--- src/rtl/dsp48a1_cmd_sequencer.sv ---
// Command sequencer for a DSP48A1 slice: accepts one command, steps the slice pipeline, returns P.
// Optional macro DSP_SEQ_CARRY_EN routes CMD_CIN into OPMODE[5] and returns the slice CARRYOUT.
module dsp48a1_cmd_sequencer #(
    parameter int SIZE1   = 18,
    parameter int SIZE3   = 48,
    parameter int P_STAGE = 2
) (
    input  logic             CLK,
    input  logic             RST,
    input  logic             CMD_VALID,
    output logic             CMD_READY,
    input  logic [2:0]       CMD_OP,
    input  logic [SIZE1-1:0] CMD_A,
    input  logic [SIZE1-1:0] CMD_B,
    input  logic [SIZE1-1:0] CMD_D,
    input  logic [SIZE3-1:0] CMD_C,
    input  logic             CMD_CIN,
    output logic             RSP_VALID,
    input  logic             RSP_READY,
    output logic [SIZE3-1:0] RSP_P,
    output logic             RSP_CARRY,
    output logic             RSP_ERR,
    output logic [SIZE1-1:0] DSP_A,
    output logic [SIZE1-1:0] DSP_B,
    output logic [SIZE1-1:0] DSP_D,
    output logic [SIZE3-1:0] DSP_C,
    output logic [7:0]       DSP_OPMODE,
    output logic             DSP_CE,
    output logic             DSP_CEP,
    output logic             DSP_RST,
    input  logic [SIZE3-1:0] DSP_P,
    input  logic             DSP_CARRYOUT
);

    typedef enum logic [1:0] {
        S_IDLE,
        S_RUN,
        S_CAPT,
        S_RESP
    } state_t;

    localparam logic [2:0] LP_P_STAGE = 3'(P_STAGE);

    state_t           r_state;
    logic [2:0]       r_cnt;
    logic             r_cmd_ready;
    logic             r_rsp_valid;
    logic [SIZE3-1:0] r_rsp_p;
    logic             r_rsp_carry;
    logic             r_rsp_err;
    logic [SIZE1-1:0] r_dsp_a;
    logic [SIZE1-1:0] r_dsp_b;
    logic [SIZE1-1:0] r_dsp_d;
    logic [SIZE3-1:0] r_dsp_c;
    logic [7:0]       r_dsp_opmode;
    logic             r_dsp_ce;
    logic             r_dsp_cep;

    logic [7:0]       w_opmode;
    logic             w_op_valid;

    // OPMODE bits: [1:0] X mux, [3:2] Z mux, [4] pre-adder, [5] carry-in, [6] pre-sub, [7] post-sub
    always_comb begin
        w_opmode   = 8'h00;
        w_op_valid = 1'b1;
        case (CMD_OP)
            3'd0:    w_opmode = 8'h01;
            3'd1:    w_opmode = 8'h09;
            3'd2:    w_opmode = 8'h0D;
            3'd3:    w_opmode = 8'h11;
            3'd4:    w_opmode = 8'h51;
            3'd5:    w_opmode = 8'h8D;
            3'd6:    w_opmode = 8'h00;
            default: w_op_valid = 1'b0;
        endcase
`ifdef DSP_SEQ_CARRY_EN
        w_opmode[5] = CMD_CIN;
`endif
    end

`ifndef DSP_SEQ_CARRY_EN
    logic w_unused_carry;
    assign w_unused_carry = CMD_CIN ^ DSP_CARRYOUT;
`endif

    always_ff @(posedge CLK) begin
        if (RST) begin
            r_state      <= S_IDLE;
            r_cnt        <= 3'd0;
            r_cmd_ready  <= 1'b0;
            r_rsp_valid  <= 1'b0;
            r_rsp_p      <= '0;
            r_rsp_carry  <= 1'b0;
            r_rsp_err    <= 1'b0;
            r_dsp_a      <= '0;
            r_dsp_b      <= '0;
            r_dsp_d      <= '0;
            r_dsp_c      <= '0;
            r_dsp_opmode <= 8'h00;
            r_dsp_ce     <= 1'b0;
            r_dsp_cep    <= 1'b0;
        end else begin
            case (r_state)
                S_IDLE: begin
                    r_cmd_ready <= 1'b1;
                    r_rsp_valid <= 1'b0;
                    r_rsp_err   <= 1'b0;
                    r_dsp_ce    <= 1'b0;
                    r_dsp_cep   <= 1'b0;
                    if (r_cmd_ready && CMD_VALID) begin
                        r_cmd_ready  <= 1'b0;
                        r_dsp_a      <= CMD_A;
                        r_dsp_b      <= CMD_B;
                        r_dsp_d      <= CMD_D;
                        r_dsp_c      <= CMD_C;
                        r_dsp_opmode <= w_opmode;
                        if (w_op_valid) begin
                            r_state  <= S_RUN;
                            r_cnt    <= 3'd0;
                            r_dsp_ce <= 1'b1;
                        end else begin
                            // Reserved opcode is answered immediately without clocking the slice
                            r_state     <= S_RESP;
                            r_rsp_valid <= 1'b1;
                            r_rsp_err   <= 1'b1;
                            r_rsp_p     <= '0;
                            r_rsp_carry <= 1'b0;
                        end
                    end
                end
                S_RUN: begin
                    r_cnt     <= r_cnt + 3'd1;
                    r_dsp_cep <= ((r_cnt + 3'd1) == LP_P_STAGE);
                    if (r_cnt == LP_P_STAGE) begin
                        r_state   <= S_CAPT;
                        r_dsp_ce  <= 1'b0;
                        r_dsp_cep <= 1'b0;
                    end
                end
                S_CAPT: begin
                    r_rsp_p     <= DSP_P;
`ifdef DSP_SEQ_CARRY_EN
                    r_rsp_carry <= DSP_CARRYOUT;
`else
                    r_rsp_carry <= 1'b0;
`endif
                    r_rsp_valid <= 1'b1;
                    r_state     <= S_RESP;
                end
                S_RESP: begin
                    if (RSP_READY) begin
                        r_state     <= S_IDLE;
                        r_rsp_valid <= 1'b0;
                        r_rsp_err   <= 1'b0;
                        r_rsp_p     <= '0;
                        r_rsp_carry <= 1'b0;
                        r_cmd_ready <= 1'b1;
                    end
                end
                default: r_state <= S_IDLE;
            endcase
        end
    end

    assign CMD_READY  = r_cmd_ready;
    assign RSP_VALID  = r_rsp_valid;
    assign RSP_P      = r_rsp_p;
    assign RSP_CARRY  = r_rsp_carry;
    assign RSP_ERR    = r_rsp_err;
    assign DSP_A      = r_dsp_a;
    assign DSP_B      = r_dsp_b;
    assign DSP_D      = r_dsp_d;
    assign DSP_C      = r_dsp_c;
    assign DSP_OPMODE = r_dsp_opmode;
    assign DSP_CE     = r_dsp_ce;
    assign DSP_CEP    = r_dsp_cep;
    assign DSP_RST    = RST;

endmodule

--- config.mk ---
export PLATFORM = sky130hd
export DESIGN_NAME = dsp48a1_cmd_sequencer
export DESIGN_NICKNAME = d
export VERILOG_FILES = /design/src/rtl/dsp48a1_cmd_sequencer.sv
export SDC_FILE = /design/constraint.sdc
export NUM_CORES = 1
export LEC_CHECK = 0
export BUFFER_PORTS_ARGS = -buffer_cell sky130_fd_sc_hd__buf_4
export CAP_MARGIN = 10
export CORE_MARGIN = 2
export CORE_UTILIZATION = 35
export CTS_CLUSTER_DIAMETER = 150
export DETAILED_ROUTE_END_ITERATION = 6
export GPL_TIMING_DRIVEN = 0
export PLACE_DENSITY = 0.63
export SYNTH_ARGS = -nofsm -noshare
export SYNTH_HDL_FRONTEND = slang
export SYNTH_SLANG_ARGS = --single-unit
--- constraint.sdc ---
create_clock -name CLK -period 2.1 [get_ports CLK]
set_input_delay 0.105 -clock CLK [delete_from_list [all_inputs] [get_ports CLK]]
set_output_delay 0.105 -clock CLK [all_outputs]
set_load 0.02 [all_outputs]
### Word level (Yosys, flattened, before mapping)

Cells that the tools add are included.

* logic and storage cells: 76
* bits in registers: 169
* input bits: 159

* muxes and demuxes: 31
* eq/ne operators: 16
* reduce and logical (&&, ||, !) cells: 14
* add/sub/neg operators: 1

Operator list (count)
* $mux W48: 3
* $pmux W48 S3: 1
* $pmux W8 S6: 1
* $eq A3 B2 Y1 const B: 4
* $mux W1: 12
* $ne A2 B2 Y1 const B: 5
* $eq A3 B3 Y1 const B: 3
* $mux W2: 4
* $pmux W1 S2: 4
* $pmux W2 S4: 1
* $reduce_and A2 Y1: 4
* $reduce_or A7 Y1: 1
* $mux W3: 2
* $pmux W1 S3: 2
* $pmux W3 S2: 1
* $reduce_and A3 Y1: 2
* $eq A2 B2 Y1 const B: 2
* $reduce_and A4 Y1: 1
* $reduce_bool A2 Y1: 2
* $add A3 B1 Y3 const B: 1
* $eq A3 B1 Y1 const B: 1
* $logic_not A3 Y1: 1
* $reduce_bool A3 Y1: 1
* $eq A2 B1 Y1 const B: 1
* other kinds (2): 2

### Depth between registers and ports, before layout

* depth in word-level cells: 6
* mapped depth: 8

### Worst setup path after synthesis

OpenSTA, ideal clock, no wires.

* kind: reg2reg
* from: reg r_state[0]
* to: reg r_rsp_p[25], in the netlist RSP_P[25]
* arrival time: 1.801 ns
* cell stages (with the launch flop): 9
* data required time: 2.028 ns
* library setup time: 0.072 ns
* slack: 0.227 ns
* period minus slack after synthesis: 1.873 ns
* path through: dfxtp_1 inv_1 ha_1 buf_2 o21bai_1 a221oi_2 buf_6 buf_8 mux2i_1

* word-level cells in the longest chain between the ends: 3
* elaborated cells between the ends (all ways): 9
* those cells by class: 5 x eq/ne; 1 x mux; 3 x reduce/logical

Ends and longest elaborated chain
* from (decl): RTL line 44 `state_t r_state;`
* from (signal assigned): RTL line 88 `r_state <= S_IDLE;`
* from (signal assigned): RTL line 118 `r_state <= S_RUN;`
* from (signal assigned): RTL line 123 `r_state <= S_RESP;`
* $eq A2 B2 Y1 / $logic_not A2 Y1 (equally long branches): RTL line 103 `case (r_state)`
* $ne A2 B2 Y1 (no source line) / $reduce_bool A3 Y1 (equally long branches)
* $reduce_and A4 Y1 (no source line)
* to (signal assigned): RTL line 92 `r_rsp_p <= '0;`
* to (signal assigned): RTL line 126 `r_rsp_p <= '0;`
* to (signal assigned): RTL line 141 `r_rsp_p <= DSP_P;`
* to (decl): RTL line 48 `logic [SIZE3-1:0] r_rsp_p;`

Several ways; a longest one is shown, not always the timed one.
A chain may end at the register's enable or synchronous reset.

### Worst setup path after layout

* from: reg r_state[0]
* to: reg r_rsp_p[18], in the netlist RSP_P[18]

Same word-level chain as after synthesis.

==> results.yml <==
route:
  dr.pass1.iters: 4
  wl_met3_um: 1670
  wl_um: 22100
  highest_layer: "met4"
  met1_length_um: 9390
  routed-wl-met2_um: 10500
  drt-vias-per-instance: 4.65
  vias: 6940
  routedWlPerCell_um: 14.8
  drtIter0Drc: 253
  drtAntennaViolNets: 0
  drc: 0
final_layout:
  final_cell_mix: "325 x buf_4, 240 x nand2_1, 164 x dfxtp_1"
  final_common_cell: "buf_4"
  area_delta_synth_final_pct: 76.0
  drive_gt1_frac: 0.302
  seqCellArea_um2: 3330
  final_util: 0.630
  diodes: 0
  nets: 1418
  n_fill_cell: 1451
  multiInputGateArea_um2: 2820
  instances_no_fill: 1493
setup_path:
  worst_path_most_repeated_cell: "buf_4"
  path_cells: "inv_1 > ha_2 > buf_4 > o21bai_1 > a221oi_2 > buf_4 > buf_4 > mux2i_1"
  r2r_slack_ns: 0.15
  cp_top_family: "buffers and inverters"
  arrival_ns: 2.28
  endpoint_kind: "register"
  crit_fanout: 10
  path_buf_inv: 4
  crit_type: "register to register"
  worst_path_largest_cell_delay_ns: 0.37
  crit_path_top_delay_cell: "dfxtp_4"
  startpoint_type: "register"
  cp.required_ns: 2.44
clock_network:
  cts-root-buf: "clkbuf_16"
  cts_made_buffers: 17
  cts.sinks: 166
  clock_path_buffers: 2
  clk_latency_ns: 0.42
  h-tree-depth: 4
  clkTransAtPathRegs_ns: 0.07
  cts_tree: "done"
global_routing:
  grt_pass1_vias: 6748
  grt_overflow: 0
  grt_max_degree: 17
  antenna_found_initial: 0
  grt_pass1_wl_um: 34300
  grt_usage: 0.217
timing:
  fmax_ghz: 0.514
  final.setup.worst_slack_ns: 0.155
  fin_tns_setup_ns: 0
  whs_ns: 0.0301
  min_period_ns: 1.95
  slew_viol_final: 0
  final.setup_skew_ns: 0.00953
  slew-limit-headroom: 0.537
  worst_slew_pin_slew_ns: 0.695
  fin_crit_sh: 0.926
  setup_violations: 0
  hold_viol_final: 0
  grt_setup_unrepaired: "false"
outcome:
  status: "finished clean"
synth:
  synth-async-reset-ratio: 0
  yosys_warnings: 0
  syn_area_um2: 6450
  syn_inst: 760
  ys_types: 40
  synth_ff_type: "dfxtp_1"
  syn_avg_cell_area_um2: 8.49
  synth.ff_latch_count: 166
  ys_seq_area_frac: 0.515
  synth_edf_count: 0
placement:
  pre_cts_ws_ns: -0.168
  place_inst: 1308
  place_congestion: 0.810
  numPortBuffers: 317
  place_hpwl_um: 15400
job:
  cap_violations: 0
die:
  die-area_um2: 19500
  io_pins: 324
  die_w_um: 140
  die_y_um: 140
  row_count: 49
  floorplan.initialDensity: 0.358
  core_um2: 18000
worst_hold_path:
  hp-class: "primary input to register"
power:
  power_leakage_nw: 4.78
  ir_drop_v: 0.000542
  powerDensity_nw_per_um2: 852
-- per-layer routing --
| metal | vias up | GRT usage |
|---|---|---|
| met5 | - | 0 |
| met4 | 0 | 0.0758 |
| met3 | 42 | 0.0685 |
| met2 | 243 | 0.370 |
| met1 | 3157 | 0.257 |
| li1 | 3498 | - |
-- timing repair --
action	CTS	global route
pin swaps	1	1
gates resized for setup	3	11
endpoints found under the setup margin	120	41
hold buffers	152	0
setup buffers	1	1
hold endpoints to repair	151	0
-- area by class of cell --
| class | count | share of cell area |
|---|---|---|
| plain buffers | 61 | 0.0280 |
| flip-flops and latches | 166 | 0.293 |
| inverters | 6 | 0.00198 |
| well taps | 229 | 0.0252 |
| multi-input cells | 528 | 0.248 |
| repair buffers | 471 | 0.346 |
| clock buffers | 19 | 0.0381 |
| clock inverters | 13 | 0.0193 |
-- kinds of logic (layout without fill, tap and decap cells) --
family,count (synthesis),in the layout,share of synthesized area
other,1,3,0.000581
muxes,52,52,0.0810
and+or+nand+nor,343,343,0.235
AOI/OAI and AO/OA,122,122,0.103
buffers and inverters,68,570,0.0504
adders and majority gates,8,8,0.0155
DFF,166,166,0.515
-- sequential cells by signal, indices dropped and copies added, names as in the netlist --
register and flops:
DSP_A 18, DSP_OPMODE 6, CMD_READY 1, RSP_VALID 1, RSP_ERR 1, RSP_P 48
DSP_CE 1, DSP_D 18, DSP_CEP 1, DSP_B 18, r_cnt 3, DSP_C 48
r_state 2
-- where the power goes --
part	switching, W	internal (W)
logic	0.00142	0.00116
clock network	0.00132	0.00214
registers	0.000171	0.00346
-- path summary, 6_finish.rpt --
path / from / end / cells after the start
worst max-delay path: r_state[0] / RSP_P[18] / 8
worst min register to register: DSP_C[20] / DSP_C[20] / 2
worst min-delay path: CMD_OP[0] / DSP_OPMODE[6] / 4
worst max register to register: r_state[0] / RSP_P[18] / 8
-- cells in the mapped netlist (4+ instances only) --
master    count  area, µm²
clkbuf_1     38        143
nor2b_1       4       25.0
buf_2        14       70.1
nand3b_1     20        150
nor2_1        7       26.3
nor3_1        8       40.0
ha_1          8        100
nand3_1      34        170
mux2i_1      50        500
a21oi_1     107        536
buf_4         6       45.0
nand2_1     240        901
nand2b_1     21        131
inv_1         5       18.8
dfxtp_1     166       3320
-- worst min-delay path: stages --
cell     delay [ns]
buf_4          0.11
nor3b_1        0.06
nand2_1        0.07
a21oi_1        0.05
-- stage by stage --
stage / power [W] / cell area, µm²
CTS: 0.00973 / 11300
global route: 0.0101 / 11400
global placement: 0.00599 / 9130
finish: 0.00967 / 11400
detailed placement: 0.00601 / 9130
floorplan: 0.00499 / 6460
Power figures use the tool's default switching activity.
